==> config.mk <==
export PLATFORM = sky130hd
export DESIGN_NAME = pulse_rate_meter_flat
export DESIGN_NICKNAME = d
export VERILOG_FILES = /design/src/rtl/pulse_rate_meter_if.sv /design/src/rtl/pulse_rate_meter.sv /design/src/flat_wrapper.sv
export SDC_FILE = /design/constraint.sdc
export NUM_CORES = 1
export LEC_CHECK = 0
export CAP_MARGIN = 30
export CORE_MARGIN = 3
export CORE_UTILIZATION = 31
export CTS_CLUSTER_DIAMETER = 40
export DETAILED_ROUTE_END_ITERATION = 6
export GPL_TIMING_DRIVEN = 0
export HOLD_SLACK_MARGIN = 0.08
export PLACE_DENSITY_LB_ADDON = 0.3
export SLEW_MARGIN = 25
export SYNTH_ARGS = -nofsm -noshare
export SYNTH_HDL_FRONTEND = slang
export SYNTH_SLANG_ARGS = --single-unit
==> constraint.sdc <==
create_clock -name Clock -period 9 [get_ports Clock]
set_clock_uncertainty 0.2 [all_clocks]
set_input_delay 0.9 -clock Clock [delete_from_list [all_inputs] [get_ports Clock]]
set_output_delay 0.9 -clock Clock [all_outputs]
set_load 0.03 [all_outputs]
==> src/rtl/pulse_rate_meter_if.sv <==
// Signal bundle between a pulse source (master) and the rate meter (slave).
// meas_done is a one-cycle strobe with no back-pressure: period, rate_code and rate_valid are already updated in that cycle.
interface pulse_rate_meter_if #(
    parameter int unsigned CNT_W = 28
);
    logic             pulse_in;
    logic [CNT_W-1:0] period;
    logic             meas_done;
    logic [1:0]       rate_code;
    logic             rate_valid;
    logic             stalled;
    logic [1:0]       fsm_state;

    modport master (
        output pulse_in,
        input  period, meas_done, rate_code, rate_valid, stalled, fsm_state
    );

    modport slave (
        input  pulse_in,
        output period, meas_done, rate_code, rate_valid, stalled, fsm_state
    );
endinterface

==> src/rtl/pulse_rate_meter.sv <==
// Measures the cycle interval between enable pulses and decodes it back to the
// 2-bit speed-select code; a code must repeat twice before it is confirmed.
module pulse_rate_meter #(
    parameter int unsigned CNT_W   = 28,
    parameter int unsigned RATE1   = 50_000_000,
    parameter int unsigned RATE2   = 100_000_000,
    parameter int unsigned RATE3   = 200_000_000,
    parameter int unsigned TOL     = 2,
    parameter int unsigned TIMEOUT = RATE3 + TOL + 1
) (
    input logic              Clock,
    input logic              reset,
    pulse_rate_meter_if.slave bus
);
    typedef enum logic [1:0] {
        IDLE    = 2'd0,
        MEASURE = 2'd1,
        STALL   = 2'd2
    } state_t;

    localparam int unsigned       W1      = CNT_W + 1;
    localparam logic [CNT_W-1:0] CNT_MAX = CNT_W'(TIMEOUT);

    state_t           state;
    logic [CNT_W-1:0] cnt;
    logic [CNT_W-1:0] period;
    logic             meas_done;
    logic [1:0]       rate_code;
    logic             rate_valid;
    logic             stalled;
    logic [1:0]       cand;
    logic             cand_ok;
    logic [1:0]       code;
    logic             code_ok;

    // One bit wider than the counter so |n - rate| never underflows.
    function automatic logic near(input logic [CNT_W-1:0] n, input int unsigned rate);
        logic [CNT_W:0] a;
        logic [CNT_W:0] r;
        logic [CNT_W:0] d;
        a = {1'b0, n};
        r = W1'(rate);
        d = (a >= r) ? (a - r) : (r - a);
        return d <= W1'(TOL);
    endfunction

    always_comb begin
        code    = 2'b00;
        code_ok = 1'b0;
        if (cnt == CNT_W'(1)) begin
            code    = 2'b00;
            code_ok = 1'b1;
        end else if (near(cnt, RATE1)) begin
            code    = 2'b01;
            code_ok = 1'b1;
        end else if (near(cnt, RATE2)) begin
            code    = 2'b10;
            code_ok = 1'b1;
        end else if (near(cnt, RATE3)) begin
            code    = 2'b11;
            code_ok = 1'b1;
        end
    end

    always_ff @(posedge Clock) begin
        if (reset) begin
            state      <= IDLE;
            cnt        <= '0;
            period     <= '0;
            meas_done  <= 1'b0;
            rate_code  <= 2'b00;
            rate_valid <= 1'b0;
            stalled    <= 1'b0;
            cand       <= 2'b00;
            cand_ok    <= 1'b0;
        end else begin
            meas_done <= 1'b0;
            if (bus.pulse_in) begin
                cnt <= CNT_W'(1);
            end else if (state != STALL && cnt != CNT_MAX) begin
                cnt <= cnt + CNT_W'(1);
            end

            case (state)
                IDLE: begin
                    if (bus.pulse_in) state <= MEASURE;
                end
                MEASURE: begin
                    if (bus.pulse_in) begin
                        period    <= cnt;
                        meas_done <= 1'b1;
                        if (!code_ok) begin
                            cand_ok    <= 1'b0;
                            rate_valid <= 1'b0;
                        end else if (cand_ok && code == cand) begin
                            rate_code  <= code;
                            rate_valid <= 1'b1;
                        end else begin
                            cand       <= code;
                            cand_ok    <= 1'b1;
                            rate_valid <= 1'b0;
                        end
                    end else if (cnt == CNT_MAX) begin
                        state      <= STALL;
                        stalled    <= 1'b1;
                        rate_valid <= 1'b0;
                    end
                end
                STALL: begin
                    // The first pulse after a stall only restarts timing.
                    if (bus.pulse_in) begin
                        stalled <= 1'b0;
                        state   <= MEASURE;
                    end
                end
                default: state <= IDLE;
            endcase
        end
    end

    assign bus.period     = period;
    assign bus.meas_done  = meas_done;
    assign bus.rate_code  = rate_code;
    assign bus.rate_valid = rate_valid;
    assign bus.stalled    = stalled;
    assign bus.fsm_state  = state;
endmodule
==> src/flat_wrapper.sv <==
// flat-port wrapper written by rule: the top's interface ports become plain ports
module pulse_rate_meter_flat 
#(
    parameter int unsigned CNT_W   = 28,
    parameter int unsigned RATE1   = 50_000_000,
    parameter int unsigned RATE2   = 100_000_000,
    parameter int unsigned RATE3   = 200_000_000,
    parameter int unsigned TOL     = 2,
    parameter int unsigned TIMEOUT = RATE3 + TOL + 1
)
  (Clock, reset, bus_pulse_in, bus_period, bus_meas_done, bus_rate_code, bus_rate_valid, bus_stalled, bus_fsm_state);
  pulse_rate_meter_if #(.CNT_W(CNT_W)) bus_i ();
  input logic Clock;
  input logic reset;
  input wire logic [$bits(bus_i.pulse_in)-1:0] bus_pulse_in;
  output wire logic [$bits(bus_i.period)-1:0] bus_period;
  output wire logic [$bits(bus_i.meas_done)-1:0] bus_meas_done;
  output wire logic [$bits(bus_i.rate_code)-1:0] bus_rate_code;
  output wire logic [$bits(bus_i.rate_valid)-1:0] bus_rate_valid;
  output wire logic [$bits(bus_i.stalled)-1:0] bus_stalled;
  output wire logic [$bits(bus_i.fsm_state)-1:0] bus_fsm_state;
  assign bus_i.pulse_in = bus_pulse_in;
  assign bus_period = bus_i.period;
  assign bus_meas_done = bus_i.meas_done;
  assign bus_rate_code = bus_i.rate_code;
  assign bus_rate_valid = bus_i.rate_valid;
  assign bus_stalled = bus_i.stalled;
  assign bus_fsm_state = bus_i.fsm_state;
  pulse_rate_meter #(.CNT_W(CNT_W), .RATE1(RATE1), .RATE2(RATE2), .RATE3(RATE3), .TOL(TOL), .TIMEOUT(TIMEOUT)) u_core (.Clock(Clock), .reset(reset), .bus(bus_i));
endmodule
==> reports/results.ini <==
[final_layout]
nNetsFinal=980
fillers=2118
area_delta_synth_final_pct=15.7
final_cells=1230
antenna_cells=0
layout-drive-gt1-share=0.0632

[detailed_routing]
wirelength_mm=28.0
drc=0
vias_per_cell=6.30
drt_iter0_drc=1058
avgRoutedWirePerCell_um=22.7
antenna_left=0
vias=7751
drt_pass1_iterations=6

[worst_setup_path]
required_ns=9.03
critical_path.max_fanout=10
startpoint=u_core.cnt[10]$_SDFFE_PP0P_
critical_path_class=flip-flop to flip-flop
endpoint_kind=flip-flop
cp-start-kind=flip-flop
cp.arrival_ns=5.93
reg2reg_from=u_core.cnt[10]$_SDFFE_PP0P_

[placement]
dp_hpwl_mm=21.2
dp.cells=1214
port_buffers=37
gp_congestion=0.987

[synth]
yosysWarnings=0
synthFlopType=dfxtp_1
async_flop_share=0
syn_area_um2=6400
avgSynthCellArea_um2=7.01
synth_nets=932
synth-seq-cells=66
synth.distinct_cells=87
syn_inst=912
synth_edf_count=0
ys_seq_area_frac=0.207

[floorplan]
die_area_um2=22400
io_pins=38
die_w_um=150
std_cell_rows=51
core_um2=19800
initial_utilization=0.322
dieHeight_um=150

[clocking]
clockRootBuffer=clkbuf_16
cts_inserted_buffers=9
clk_latency_ns=0.35
cts_tree=done
post_cts_buffers=0
cts_sinks=66
clk_path_buf_depth=2
postCtsHoldBufs=0
cts_resized=0
cts.clk_slew.worst_paths_ns=0.06
htree_levels=3

[global_routing]
grt_pass1_wl_mm=42.6
gr-total-overflow=0
grt_pass1_vias=7032
grt_usage=0.246
grt_start_max_net_pins=14
antenna_found_initial=0

[pwr]
power.total_uw=677
power_density_nw_per_um2=91.5
vdd_drop_max_v=0.0000861
power.leakage_nw=2.33

[sta]
slew_headroom=0.376
hold_viol=0
fin_crit_sh=0.655
worst_pin_slew_ns=0.934
fin_tns_setup_ns=0
setup_violations=0
slew_violations=0
rsz0062_at_grt=no
max_clock_freq_mhz=170
whs_ns=0.247
fin_crit_ns=5.90

[outcome]
status=completed

[job]
cap_viol_max_count=0

[worst_hold_path]
min_from=u_core.bus.rate_code[0]$_SDFFE_PP0P_
hp-class=flip-flop to flip-flop

-- per-stage QoR --
stage                      util  instance area, µm²  setup WS [ns]
after detailed placement  0.359                7120           3.38
after global routing      0.373                7400           2.68
final                     0.373                7400           3.10
after global placement    0.358                7100           3.34
after floorplan               -                6400           4.48
after CTS                 0.373                7400           3.34
-- report_power, final --
| part | total (mW) | internal [mW] | switching [mW] | leakage [nW] |
|---|---|---|---|---|
| clock | 0.338 | 0.194 | 0.144 | 0.131 |
| sequential | 0.296 | 0.294 | 0.00221 | 0.532 |
| combinational | 0.0440 | 0.0128 | 0.0312 | 1.67 |
-- routing by layer --
layer  wire, µm  track usage
met1      11800        0.349
met2      11500        0.350
met3       3230       0.0578
met4       1380        0.114
met5          0            0
-- worst paths after layout --
| path | cells after the start | end | slack (ns) |
|---|---|---|---|
| max reg2reg | 16 | u_core.bus.rate_code[1]$_SDFFE_PP0P_ | 3.10 |
| max | 16 | u_core.bus.rate_code[1]$_SDFFE_PP0P_ | 3.10 |
| min reg2reg | 2 | u_core.bus.rate_code[0]$_SDFFE_PP0P_ | 0.25 |
| min | 2 | u_core.bus.rate_code[0]$_SDFFE_PP0P_ | 0.25 |
-- Yosys cell counts (all sizes together) (5+ instances only) --
cell type / n / area (µm²)
nor2b: 9 / 56.3
xnor2: 45 / 394
nor4: 23 / 156
a22oi: 6 / 50.1
a21oi: 83 / 415
inv: 20 / 75.1
o2111ai: 6 / 52.6
and2: 7 / 43.8
nor3: 33 / 170
o221ai: 5 / 43.8
nand4: 27 / 169
or2: 10 / 62.6
nand2: 112 / 420
nand3: 33 / 165
a221oi: 6 / 58.8
o22ai: 6 / 37.5
o31ai: 9 / 67.6
and3: 13 / 81.3
ha: 17 / 213
or4b: 6 / 67.6
o21ai: 36 / 180
xor2: 11 / 96.3
nor3b: 8 / 60.1
or4: 8 / 60.1
and4: 9 / 78.8
dfxtp: 66 / 1320
a2111oi: 5 / 50.0
o211ai: 11 / 82.6
mux2i: 5 / 50.1
or3: 14 / 87.6
nand2b: 5 / 31.3
a21o: 6 / 45.0
a211oi: 11 / 82.6
nor2: 71 / 267
buf: 22 / 98.9
a211o: 5 / 43.8
clkbuf: 59 / 223
a31oi: 14 / 87.6
-- cell type report --
type | instances | area, µm² | share of cell area
clock inverter | 6 | 41.3 | 0.00558
multi-input combinational | 742 | 4690 | 0.634
inverter | 23 | 86.3 | 0.0117
buffer | 81 | 322 | 0.0434
tap | 265 | 332 | 0.0448
sequential | 66 | 1320 | 0.178
timing repair buffer | 37 | 370 | 0.0500
clock buffer | 10 | 239 | 0.0323
-- logic make-up after synthesis --
logic type | after synthesis | synth area share
fa+ha+maj | 17 | 0.0333
buf+inv | 104 | 0.0638
xor+xnor | 56 | 0.0767
flops | 66 | 0.207
mux | 8 | 0.0137
simple gates | 401 | 0.330
compound gates | 260 | 0.276
-- flip-flops by register name (all words and copies together), names as in the netlist --
register and cells:
u_core.bus.meas_done 1, u_core.bus.stalled 1, u_core.bus.fsm_state 2, u_core.cand_ok 1, u_core.bus.rate_code 2, u_core.cnt 28
u_core.bus.rate_valid 1, u_core.cand 2, u_core.bus.period 28
-- cells in the final DEF, fill, tap and decap left out, types with 18 or more instances in the layout --
cell	count
nand3_1	33
nand4_1	27
nor3_1	32
clkdlybuf4s50_1	37
o21ai_0	36
nand2_1	112
nor4_1	18
dfxtp_1	66
inv_1	20
clkbuf_1	58
xnor2_1	45
a21oi_1	83
nor2_1	71
-- worst max-delay path, stage by stage, from the launching register on --
cell and delay [ns]:
dfxtp_1 0.31, clkbuf_1 0.22, buf_1 0.35, inv_1 0.38, ha_1 0.25, clkbuf_1 0.34, nor2b_1 0.51, nand3_1 0.20
o32ai_1 0.56, nor2_1 0.34, a221oi_1 0.48, nand4_1 0.24, nor3_1 0.44, nand2_1 0.09, a41oi_1 0.31, nand3_1 0.21
mux2_1 0.35
(Power assumes the default switching activity.)
